==> config.mk <==
export PLATFORM = sky130hd
export DESIGN_NAME = ifetch_rv32i_flat
export DESIGN_NICKNAME = d
export VERILOG_FILES = /design/src/rtl/rv32i_pkg.sv /design/src/rtl/ifetch_rv32i_if.sv /design/src/rtl/ifetch_nextpc_sel.sv /design/src/rtl/ifetch_rv32i.sv /design/src/flat_wrapper.sv
export SDC_FILE = /design/constraint.sdc
export NUM_CORES = 1
export LEC_CHECK = 0
export ABC_AREA = 1
export CORE_MARGIN = 10
export CORE_UTILIZATION = 30
export DETAILED_ROUTE_END_ITERATION = 12
export PLACE_DENSITY = 0.68
export SLEW_MARGIN = 20
export SYNTH_ARGS = -nofsm -noshare
export SYNTH_HDL_FRONTEND = slang
export SYNTH_SLANG_ARGS = --single-unit
==> constraint.sdc <==
create_clock -name clock -period 2.45 [get_ports clock]
set_input_delay 0.49 -clock clock [delete_from_list [all_inputs] [get_ports clock]]
set_output_delay 0.49 -clock clock [all_outputs]
set_load 0.005 [all_outputs]
==> src/rtl/rv32i_pkg.sv <==
// Shared RV32I definitions for the fetch slice: the canonical NOP, the fetch
// state encoding and the architectural register width.
package rv32i_pkg;

  localparam int XLEN = 32;

  // addi x0, x0, 0
  localparam logic [XLEN-1:0] NOP_INSTR = 32'h0000_0013;

  typedef enum logic [1:0] {
    FS_RESET = 2'd0,
    FS_RUN   = 2'd1,
    FS_ERROR = 2'd2
  } fetch_state_t;

endpackage

==> src/rtl/ifetch_rv32i_if.sv <==
// Fetch-side bus: ROM address/data pair, the decode handshake and the redirect
// input from branch/jump resolution.
//
// Handshake: a word on fetch_pc/fetch_instr transfers on a rising edge where
// fetch_valid and fetch_ready are both high. While fetch_valid is high and
// fetch_ready is low the word is held unchanged. fetch_valid may drop without
// a transfer only when the word is killed by a redirect.
interface ifetch_rv32i_if;
  import rv32i_pkg::*;

  logic [XLEN-1:0] rom_pc;
  logic [XLEN-1:0] rom_instr;
  logic            fetch_valid;
  logic            fetch_ready;
  logic [XLEN-1:0] fetch_pc;
  logic [XLEN-1:0] fetch_instr;
  logic            redirect_valid;
  logic [XLEN-1:0] redirect_pc;

  // Fetch unit view.
  modport master (
    output rom_pc,
    input  rom_instr,
    output fetch_valid,
    input  fetch_ready,
    output fetch_pc,
    output fetch_instr,
    input  redirect_valid,
    input  redirect_pc
  );

  // Environment view (ROM, decode, branch unit).
  modport slave (
    input  rom_pc,
    output rom_instr,
    input  fetch_valid,
    output fetch_ready,
    input  fetch_pc,
    input  fetch_instr,
    output redirect_valid,
    output redirect_pc
  );

endinterface

==> src/rtl/ifetch_nextpc_sel.sv <==
// Next fetch-address priority mux: redirect beats increment beats hold.
// Also flags a redirect target that is not word aligned.
module ifetch_nextpc_sel
  import rv32i_pkg::*;
(
  input  logic            redirect_valid,
  input  logic [XLEN-1:0] redirect_pc,
  input  logic            advance,
  input  logic [XLEN-1:0] cur_pc,
  output logic [XLEN-1:0] next_pc,
  output logic            misaligned
);

  // Select the address the ROM should capture on the next edge.
  always_comb begin
    next_pc = cur_pc;
    if (redirect_valid) begin
      next_pc = redirect_pc;
    end else if (advance) begin
      next_pc = cur_pc + 32'd4;  // modulo 2^32, wraps to 0
    end
  end

  assign misaligned = redirect_valid & (redirect_pc[1:0] != 2'b00);

endmodule

==> src/rtl/ifetch_rv32i.sv <==
// Instruction-fetch initiator for the single-cycle RV32I core. Drives the PC
// of a 1-cycle-latency synchronous ROM, holds the word under back-pressure and
// kills the wrong-path word in the same cycle a redirect arrives.
// Optional macro IFETCH_PERF_CNT_EN adds fetched/bubble performance counters.
module ifetch_rv32i
  import rv32i_pkg::*;
#(
  parameter logic [31:0] RESET_PC = 32'h0000_0000,
  parameter int          ROM_AW   = 5
) (
  input  logic               clock,
  input  logic               reset_n,
  ifetch_rv32i_if.master     bus,
  output logic               misalign_err,
  output fetch_state_t       state_dbg,
  output logic [ROM_AW-1:0]  rom_idx_dbg
`ifdef IFETCH_PERF_CNT_EN
  ,
  input  logic               perf_clr,
  output logic [XLEN-1:0]    perf_fetched,
  output logic [XLEN-1:0]    perf_bubbles
`endif
);

  fetch_state_t    state_q, state_d;
  logic [XLEN-1:0] pc_q;
  logic            inflight_q;

  logic            fetch_valid_c;
  logic            redir_en;
  logic            advance;
  logic [XLEN-1:0] hold_pc;
  logic [XLEN-1:0] next_pc;
  logic            misaligned;

  // Per-state decode: which word is valid, whether a redirect is honoured and
  // which address to hold when not advancing.
  always_comb begin
    fetch_valid_c = 1'b0;
    redir_en      = 1'b0;
    hold_pc       = pc_q;
    case (state_q)
      FS_RESET: begin
        redir_en = bus.redirect_valid;
        hold_pc  = RESET_PC;
      end
      FS_RUN: begin
        fetch_valid_c = inflight_q & ~bus.redirect_valid;
        redir_en      = bus.redirect_valid;
      end
      default: begin
        // ERROR: frozen, redirects ignored
      end
    endcase
  end

  assign advance = fetch_valid_c & bus.fetch_ready;

  ifetch_nextpc_sel u_nextpc_sel (
    .redirect_valid (redir_en),
    .redirect_pc    (bus.redirect_pc),
    .advance        (advance),
    .cur_pc         (hold_pc),
    .next_pc        (next_pc),
    .misaligned     (misaligned)
  );

  // Next-state logic: a misaligned redirect traps into ERROR until reset.
  always_comb begin
    state_d = state_q;
    case (state_q)
      FS_RESET: state_d = misaligned ? FS_ERROR : FS_RUN;
      FS_RUN:   state_d = misaligned ? FS_ERROR : FS_RUN;
      FS_ERROR: state_d = FS_ERROR;
      default:  state_d = FS_RESET;
    endcase
  end

  // State, fetch address and sticky error registers.
  always_ff @(posedge clock or negedge reset_n) begin
    if (!reset_n) begin
      state_q      <= FS_RESET;
      pc_q         <= RESET_PC;
      inflight_q   <= 1'b0;
      misalign_err <= 1'b0;
    end else begin
      state_q <= state_d;
      if (state_q != FS_ERROR) begin
        pc_q <= next_pc;
      end
      inflight_q   <= (state_d == FS_RUN);
      misalign_err <= misalign_err | misaligned;
    end
  end

  assign bus.rom_pc      = next_pc;
  assign bus.fetch_valid = fetch_valid_c;
  assign bus.fetch_pc    = pc_q;
  assign bus.fetch_instr = fetch_valid_c ? bus.rom_instr : NOP_INSTR;

  assign state_dbg   = state_q;
  assign rom_idx_dbg = next_pc[ROM_AW+1:2];

`ifdef IFETCH_PERF_CNT_EN
  // Delivered-word and bubble counters; clear wins over increment.
  always_ff @(posedge clock or negedge reset_n) begin
    if (!reset_n) begin
      perf_fetched <= '0;
      perf_bubbles <= '0;
    end else if (perf_clr) begin
      perf_fetched <= '0;
      perf_bubbles <= '0;
    end else begin
      if (advance) begin
        perf_fetched <= perf_fetched + 32'd1;
      end
      if ((state_q == FS_RUN) && !fetch_valid_c) begin
        perf_bubbles <= perf_bubbles + 32'd1;
      end
    end
  end
`endif

endmodule
==> src/flat_wrapper.sv <==
// flat-port wrapper written by rule: the top's interface ports become plain ports
module ifetch_rv32i_flat import rv32i_pkg::*;
#(
  parameter logic [31:0] RESET_PC = 32'h0000_0000,
  parameter int          ROM_AW   = 5
)
  (clock, reset_n, misalign_err, state_dbg, rom_idx_dbg, bus_rom_pc, bus_rom_instr, bus_fetch_valid, bus_fetch_ready, bus_fetch_pc, bus_fetch_instr, bus_redirect_valid, bus_redirect_pc);
  ifetch_rv32i_if bus_i ();
  input  logic clock;
  input  logic reset_n;
  output logic misalign_err;
  output fetch_state_t state_dbg;
  output logic [ROM_AW-1:0] rom_idx_dbg;
  output wire logic [$bits(bus_i.rom_pc)-1:0] bus_rom_pc;
  input wire logic [$bits(bus_i.rom_instr)-1:0] bus_rom_instr;
  output wire logic [$bits(bus_i.fetch_valid)-1:0] bus_fetch_valid;
  input wire logic [$bits(bus_i.fetch_ready)-1:0] bus_fetch_ready;
  output wire logic [$bits(bus_i.fetch_pc)-1:0] bus_fetch_pc;
  output wire logic [$bits(bus_i.fetch_instr)-1:0] bus_fetch_instr;
  input wire logic [$bits(bus_i.redirect_valid)-1:0] bus_redirect_valid;
  input wire logic [$bits(bus_i.redirect_pc)-1:0] bus_redirect_pc;
  assign bus_rom_pc = bus_i.rom_pc;
  assign bus_i.rom_instr = bus_rom_instr;
  assign bus_fetch_valid = bus_i.fetch_valid;
  assign bus_i.fetch_ready = bus_fetch_ready;
  assign bus_fetch_pc = bus_i.fetch_pc;
  assign bus_fetch_instr = bus_i.fetch_instr;
  assign bus_i.redirect_valid = bus_redirect_valid;
  assign bus_i.redirect_pc = bus_redirect_pc;
  ifetch_rv32i #(.RESET_PC(RESET_PC), .ROM_AW(ROM_AW)) u_core (.clock(clock), .reset_n(reset_n), .bus(bus_i), .misalign_err(misalign_err), .state_dbg(state_dbg), .rom_idx_dbg(rom_idx_dbg));
endmodule
* Word-level counts from Yosys, hierarchy flattened
Cells that the tools add are included.
** Cells by class
- Add/subtract/negate cells :: 1
- Eq/ne operators :: 4
- Mux-type cells :: 8
- Bitwise gates (word level) :: 5
- Reductions and logical operators :: 3
** Operators with widths (number)
- 2-to-1 mux 32 bit :: 4
- adder 32 x 3 -> 32 bit (second input constant) :: 1
- equality test 2 x 1 -> 1 bit (second input constant) :: 2
- case mux 2 bit (2 select lines) :: 1
- AND 1 bit :: 3
- equality test 2 bit (second input constant) :: 1
- logical NOT 2 bit :: 1
- 2-to-1 mux 1 bit :: 2
- 2-to-1 mux 2 bit :: 1
- != test 2 bit (second input constant) :: 1
- nonzero test 2 bit :: 1
- OR reduction 2 bit :: 1
- NOT 1 bit :: 1
- OR 1 bit :: 1
** Word-level totals
- Bits in registers :: 36
- Input port bits :: 68
- Output and inout bits :: 105
- Logic and storage cells :: 25

* Depth between registers and ports, before layout
Gate-level depths: netlist of run 1.
- Word-level depth :: 7
- Depth in mapped cells :: 13
- Mapped depth without buffers :: 13

* Hierarchy
A second synthesis of run 1 with hierarchy kept.
** Second synthesis, totals
- Cells, all modules :: 551
- Area total of the unflattened synthesis :: 3174.3 µm²
** Modules (own cells, without submodules)
- ifetch_rv32i :: times used 1, cells each 293, area each 1923.1 µm², seq. area each 900.9 µm²
- ifetch_nextpc_sel :: times used 1, cells each 258, area each 1251.2 µm², seq. area each 0.0 µm²

* Least setup slack after synthesis of run 1
Ideal clock, no wire load.
- Path type :: reg-to-output
- From :: register u_core.state_q[1], in the netlist u_core.state_dbg[1]
- To :: output port rom_idx_dbg[4]
- Arrival :: 2.281 ns
- Data required time :: 1.960 ns
- Setup slack :: -0.321 ns
- Cell stages (with the launch flop) :: 12
- Path buffers :: 3
- Path through :: dfrtp_1 -> nor2_2 -> buf_6 -> buf_4 -> nor2_1 -> ha_1 -> inv_1 -> nor4_1 -> nand2_1 -> xor2_1 -> o21ai_0 -> buf_4
** Between the ends
- Cells in the longest elaborated chain, start to end :: 5
- Elaborated cells on any way between the ends :: 10
- Those cells by class :: add/sub (1); eq/ne (1); mux (5); bitwise (1); reduce/logical (2)
** RTL lines
- start, declared :: line ifetch_rv32i.sv:25 : fetch_state_t state_q, state_d;
- start signal, assigned :: line ifetch_rv32i.sv:87 : state_q <= state_d;
- logical NOT 2 bit or equality test 2 x 1 -> 1 bit (tied branches) :: line ifetch_rv32i.sv:42 : case (state_q)
- 2-to-1 mux 32 bit or 2-to-1 mux 1 bit (tied branches) :: line ifetch_rv32i.sv:42
- adder 32 x 3 -> 32 bit or AND 1 bit (tied branches) :: line ifetch_nextpc_sel.sv:20, ifetch_rv32i.sv:57
- 2-to-1 mux 32 bit :: line ifetch_nextpc_sel.sv:19 : end else if (advance) begin
- 2-to-1 mux 32 bit (*) :: line ifetch_nextpc_sel.sv:17 : if (redirect_valid) begin
- end, declared :: line flat_wrapper.sv:13 : output logic [ROM_AW-1:0] rom_idx_dbg;
Every way passes the cells marked *; elsewhere a longest branch is shown, timed or not.

* Worst setup path after layout of run 1
- From :: register u_core.state_q[1], in the netlist u_core.state_dbg[1]
- To :: output port bus_rom_pc[24]
** Between the ends
- Cells in the longest elaborated chain, start to end :: 5
- Elaborated cells on any way between the ends :: 10
- Those cells by class :: add/sub (1); eq/ne (1); mux (5); bitwise (1); reduce/logical (2)
** RTL lines
- logical NOT 2 bit or equality test 2 x 1 -> 1 bit (tied branches) :: line ifetch_rv32i.sv:42
- 2-to-1 mux 32 bit or 2-to-1 mux 1 bit (tied branches) :: line ifetch_rv32i.sv:42
- adder 32 x 3 -> 32 bit or AND 1 bit (tied branches) :: line ifetch_nextpc_sel.sv:20, ifetch_rv32i.sv:57
- 2-to-1 mux 32 bit :: line ifetch_nextpc_sel.sv:19
- 2-to-1 mux 32 bit (*) :: line ifetch_nextpc_sel.sv:17
- end, declared :: line flat_wrapper.sv:14 : output wire logic [$bits(bus_i.rom_pc)-1:0] bus_rom_pc;
Marks and branches as above.

==> results of run 1 <==
-- final cells by class --
type	count	share of cell area
clock inverters	2	0.00521
well taps	129	0.0240
multi-input cells	338	0.343
repair buffers	323	0.441
flip-flops and latches	36	0.134
inverters	73	0.0426
clock buffers	6	0.0108
-- cells by family (layout without fill, tap and decap cells) --
group,after synthesis,in the layout,share of synthesized area
buffers and inverters,93,404,0.133
adder cells (fa/ha/maj),1,1,0.00429
AND/OR/NAND/NOR,290,290,0.455
flip-flops,36,36,0.309
AO/OA/AOI/OAI,38,38,0.0713
XOR/XNOR,9,9,0.0271
-- sequential cells by signal, indices dropped and copies added (netlist names) --
signal and count:
u_core.misalign_err 1, u_core.bus.fetch_pc 32, u_core.inflight_q 1, u_core.state_dbg 2
-- critical path: cells and delay by family (launching register included) --
| kind | cells | cell delay (ps) |
|---|---|---|
| and+or+nand+nor | 9 | 980 |
| DFF | 1 | 400 |
| buffers and inverters | 5 | 590 |
-- per-stage QoR --
step	total power (µW)	hold slack [ps]	area, µm²
floorplan	2530	194	2970
global placement	4970	457	5590
detailed placement	5020	457	5590
CTS	6010	336	6380
global route	6680	363	6730
finish	6240	315	6730
-- per-layer routing --
metal / track usage / share of wire / vias to the layer above
met5: 0 / 0 / -
met4: 0.0519 / 0.023 / 0
met3: 0.0476 / 0.055 / 23
met2: 0.382 / 0.53 / 167
met1: 0.215 / 0.39 / 1980
li1: - / - / 2071
-- path summary, 6_finish.rpt --
check                           slack (ps)                                  end                     startpoint
min in group clock                     470        u_core.misalign_err$_DFF_PN0_  u_core.misalign_err$_DFF_PN0_
worst min register to register         470        u_core.misalign_err$_DFF_PN0_  u_core.misalign_err$_DFF_PN0_
worst max-delay path                  -300                       bus_rom_pc[24]  u_core.state_dbg[1]$_DFF_PN0_
worst max register to register        -270  u_core.bus.fetch_pc[24]$_DFFE_PN0N_  u_core.state_dbg[1]$_DFF_PN0_
max in group asynchronous             1530        u_core.state_dbg[1]$_DFF_PN0_                        reset_n
worst min-delay path                   310  u_core.bus.fetch_pc[19]$_DFFE_PN0N_                        reset_n
-- placed cells by master (no fill, tap or decap), types with 10 or more instances in the layout --
cell type and instances:
clkdlybuf4s50_1 102, nand3_2 28, nand2_1 103, dlymetal6s2s_1 29, o21ai_2 11, nand4_1 10
buf_2 29, nand2_2 21, nor2_4 28, dfrtp_1 35, inv_1 60, buf_4 110
nand3_1 14, nor2_2 15, buf_6 38, nor2_1 48
-- timing repair --
item,4_1_cts,5_1_grt
gates resized for setup,276,94
gates cloned,0,0
setup buffers,40,11
pin swaps,63,48
setup endpoints to repair,70,67
endpoints found under the hold margin,0,0
-- power by group --
group | internal [µW] | switching, µW | leakage (µW) | total, µW
sequential | 859 | 233 | 0.000456 | 1090
combinational | 2440 | 2170 | 0.00322 | 4620
clock | 302 | 231 | 0.0000552 | 533
==> results.toml, run 1 <==
[floorplanning]
core-area_um2 = 9330
rows = 35
io_pins = 173
initial_core_util = 0.312
die_h_um = 119
fp.dieArea_um2 = 14100
fp.dieW_um = 119

[routing]
firstDrtPassIters = 4
wl_mm = 15.5
ant_nets = 0
vias = 4241
avgRoutedWirePerCell_um = 17.1
drtIter0Drc = 145
viasPerCell = 4.68
drcViolationCount = 0

[logic_synthesis]
syn_avg_cell_area_um2 = 6.24
synth_seq_cells = 36
ys_async_sr_fraction = 1.00
netlist_instances = 467
ys_dominant_reg_cell = "dfrtp_1"
yosysUniqueCellTypes = 31
seq_area_frac_synth = 0.309
synth.most_common_cell = "nand2_1"
yosys-top-cells-area = "dfrtp_1 31%, nand2_1 17%, nor2_1 9.0%, inv_1 8.5%, nand3_1 7.7%"
synth_edf_count = 0
synthTopCellsByCount = "129 x nand2_1, 70 x nor2_1, 66 x inv_1"
yosysTopAreaCell = "dfrtp_1"
synth_top_cell_area_share = 0.309
yosys_warnings = 0
syn-num-nets = 536
netlist_area_um2 = 2910

[clocking]
clkTransAtPathRegs_ps = 80
clock-sinks = 36
numCtsBuffers = 5
clk_latency_ps = 300
cts_tree = "done"
clockRootBuffer = "clkbuf_8"
htreeDepth = 2
cts_max_path_buffers = 2
hold_buffers = 0

[timing]
worstMarginPinSlew_ps = 887
fin_crit_sh = 1.12
relSlewSlack = 0.408
rsz0062_at_grt = "true"
fmax_mhz = 363
tns_ps = -5610
setup_viol = 31
clock_skew_ps = 9.16
hold_viol_final = 0
drv_slew = 0
finalCriticalPeriod_ps = 2750
worst_slack_ps = -303

[place]
place_ws_ps = -675
port-buffer-count = 172
dpl.cell_count = 855
gp_congestion = 0.888
dp_hpwl_mm = 11.4

[grt]
antenna_found_initial = 0
grt_pass1_wl_mm = 23.3
grt_usage = 0.201
grt_max_degree = 37
grt_overflow = 0
grt_pass1_vias = 4400

[critical_path]
critPathMaxFanout = 8
worstPathCellList = "buf_6 > nor2_4 > buf_12 > nor2_4 > nand2_4 > nor2_4 > nand2_2 > nor2_4 > buf_6 > buf_6 > nand4_1 > nand3_2 > nand2_1 > buf_2"
reg2reg_depth = 22
critPathSlowestCell = "dfrtp_2"
critPathArrivalTime_ps = 2260
crit_top_cell = "nor2_4"
required_ps = 1960
path_class = "flip-flop to output port"
start_kind = "flip-flop"
worstSetupEndpointType = "output port"
crit_path_max_incr_delay_ps = 400

[final_layout]
nFillCells = 721
multiInputGateArea_um2 = 2300
syn_to_final_growth_pct = 131
diodes = 0
layout.nets = 846
fin_cells = 907
drive_gt1_frac = 0.445
final_util = 0.721
seq_area_um2 = 902

[pwr]
power.density_nw_per_um2 = 928
ir_worst_vdd_mv = 0.596
p_leak_uw = 0.00373

[status]
status = "finished with violations"
violations = "setup timing"

[hold_path]
hold_path_class = "input pin to async pin"

[run]
cap_viol_max_count = 0
No activity file was read; power rests on OpenSTA's default activity.
==> run 2, diff against run 1 <==
==> constraint.sdc (replaced) <==
create_clock -name clock -period 2.5 [get_ports clock]
set_input_delay 0.5 -clock clock [delete_from_list [all_inputs] [get_ports clock]]
set_output_delay 0.5 -clock clock [all_outputs]
set_load 0.005 [all_outputs]
==> run 2 against run 1 <==
Compared with the run above:
- the run still ends with setup timing left
- sequential share of layout area rose by 0.29 points
- cell count fell by 0.44%
- combinational power down 7.1%
- clock power shrank 9.6%
- count of clock-buffer cells in the layout rose by 2
- global-route usage fell by 1.2 points
- cell area is 2.0% lower
- register-to-register slack better by 650 ps
- die area stayed put
- critical path depth rose by 2
- largest power group unchanged
==> results.toml, run 2 (synthesis gave the netlist of run 1 again) <==
[status]
status = "finished with violations"
violations = "setup timing"

[timing]
rsz0062_at_grt = "true"
fin_crit_sh = 1.09
relSlewSlack = 0.425
clock_skew_ps = 11.7
tns_ps = -2830
setup_viol = 24
worstMarginPinSlew_ps = 863
finalCriticalPeriod_ps = 2730
fmax_mhz = 366
hold_viol_final = 0
worst_slack_ps = -234
drv_slew = 0

[routing]
vias = 4165
wl_mm = 14.5
firstDrtPassIters = 4
drtIter0Drc = 165
viasPerCell = 4.61
ant_nets = 0
drcViolationCount = 0
avgRoutedWirePerCell_um = 16.0

[grt]
grt_usage = 0.189
antenna_found_initial = 0
grt_overflow = 0
grt_pass1_vias = 4267
grt_max_degree = 37
grt_pass1_wl_mm = 22.2

[floorplanning]
rows = 35
fp.dieArea_um2 = 14100
core-area_um2 = 9330
die_h_um = 119
initial_core_util = 0.312
fp.dieW_um = 119
io_pins = 173

[pwr]
ir_worst_vdd_mv = 0.467
power.density_nw_per_um2 = 889
p_leak_uw = 0.00335

[hold_path]
hold_path_class = "input pin to async pin"

[critical_path]
crit_top_cell = "inv_2"
required_ps = 2000
crit_buf_inv = 6
worstPathCellList = "inv_2 > nand2_4 > nand2_2 > inv_2 > ha_4 > inv_2 > nor2_4 > nand3b_4 > nor2_4 > buf_4 > buf_6 > nand2_2 > nand2_1 > nand3_2 > nand2_1 > buf_2"
reg2reg_depth = 17
r2r-start = "u_core.state_dbg[1]$_DFF_PN0_"
crit_path_max_incr_delay_ps = 420
path_class = "flip-flop to output port"
critPathArrivalTime_ps = 2230
critPathSlowestCell = "dfrtp_2"
cpLargestDelayFamily = "simple AND/OR/NAND/NOR gates"
start_kind = "flip-flop"
critPathMaxFanout = 4
cp.depth = 16
setup.worst_path.start = "u_core.state_dbg[1]$_DFF_PN0_"
worstSetupEndpointType = "output port"

[place]
port-buffer-count = 172
dp_hpwl_mm = 11.1
gp_congestion = 0.857
dpl.cell_count = 847
place_ws_ps = -650

[clocking]
numCtsBuffers = 5
clock-sinks = 36
cts_max_path_buffers = 2
htreeDepth = 2
hold_buffers = 0
clkTransAtPathRegs_ps = 80
clk_latency_ps = 290
clockRootBuffer = "clkbuf_8"
cts_tree = "done"

[final_layout]
layout.nets = 842
layout_common_cells = "110 x buf_4, 108 x clkdlybuf4s50_1, 102 x nand2_1"
fin_cells = 903
syn_to_final_growth_pct = 126
layout_commonest_cell = "buf_4"
final_util = 0.707
diodes = 0
largest_register_ffs = 32
drive_gt1_frac = 0.426

[run]
cap_viol_max_count = 0
-- run 2: cell types whose count changed in the layout (fill, tap and decap cells not counted), sizes merged --
cell,before,now
dlygate4sd2,5,22
bufinv,1,0
clkdlybuf4s50,102,108
clkbuf,9,10
buf,182,176
dlymetal6s2s,29,9
clkinv,1,0
-- run 2: timing repair --
action | 4_1_cts | 5_1_grt
gates resized for setup | 265 | 77
buffers inserted | 41 | 15
setup endpoints to repair | 58 | 47
pin swaps | 65 | 53
-- run 2: power by group --
group / switching (µW) / leakage (µW) / internal, µW / total (µW)
Clock: 229 / 0.0000515 / 252 / 482
Sequential: 247 / 0.000455 / 843 / 1090
Combinational: 2030 / 0.00284 / 2260 / 4290
Total: 2510 / 0.00335 / 3360 / 5860
-- run 2: per-layer routing --
metal	GRT usage	wire length, µm	vias to the layer above
li1	-	-	2061
met1	0.210	5780	1955
met2	0.362	7780	138
met3	0.0400	790	11
met4	0.0282	103	0
met5	0	0	-
-- run 2: through the flow --
step	hold WS, ps	area, µm²	total power (µW)
detailed placement	460	5540	4830
floorplan	204	2950	2450
finish	319	6590	5860
CTS	351	6300	5620
global route	387	6590	6290
global placement	454	5540	4790
-- run 2: cell type report --
| cell class | count | area (µm²) |
|---|---|---|
| clock buffer | 8 | 100 |
| inverter | 73 | 282 |
| tap | 129 | 161 |
| fill | 758 | 2740 |
| multi-input combinational | 338 | 2270 |
| timing repair buffer | 319 | 2880 |
| sequential | 36 | 903 |
-- run 2: path summary, 6_finish.rpt --
kind / endpoint / slack [ps]
max in group asynchronous: u_core.state_dbg[0]$_DFF_PN0_ / 1600
worst max-delay path: bus_rom_pc[14] / -230
worst max register to register: u_core.bus.fetch_pc[14]$_DFFE_PN0N_ / 380
worst min register to register: u_core.misalign_err$_DFF_PN0_ / 470
worst min-delay path: u_core.bus.fetch_pc[30]$_DFFE_PN0N_ / 320
min in group clock: u_core.misalign_err$_DFF_PN0_ / 470
==> run 3, diff against run 2 <==
--- a/config.mk
+++ b/config.mk
@@ -8,6 +8,7 @@
 export ABC_AREA = 1
 export CORE_MARGIN = 10
 export CORE_UTILIZATION = 30
+export CTS_CLUSTER_SIZE = 8
 export DETAILED_ROUTE_END_ITERATION = 12
 export PLACE_DENSITY = 0.68
 export SLEW_MARGIN = 20
==> results of run 3 <==
Final layout, timing and power as in run 2 (identical DEF).
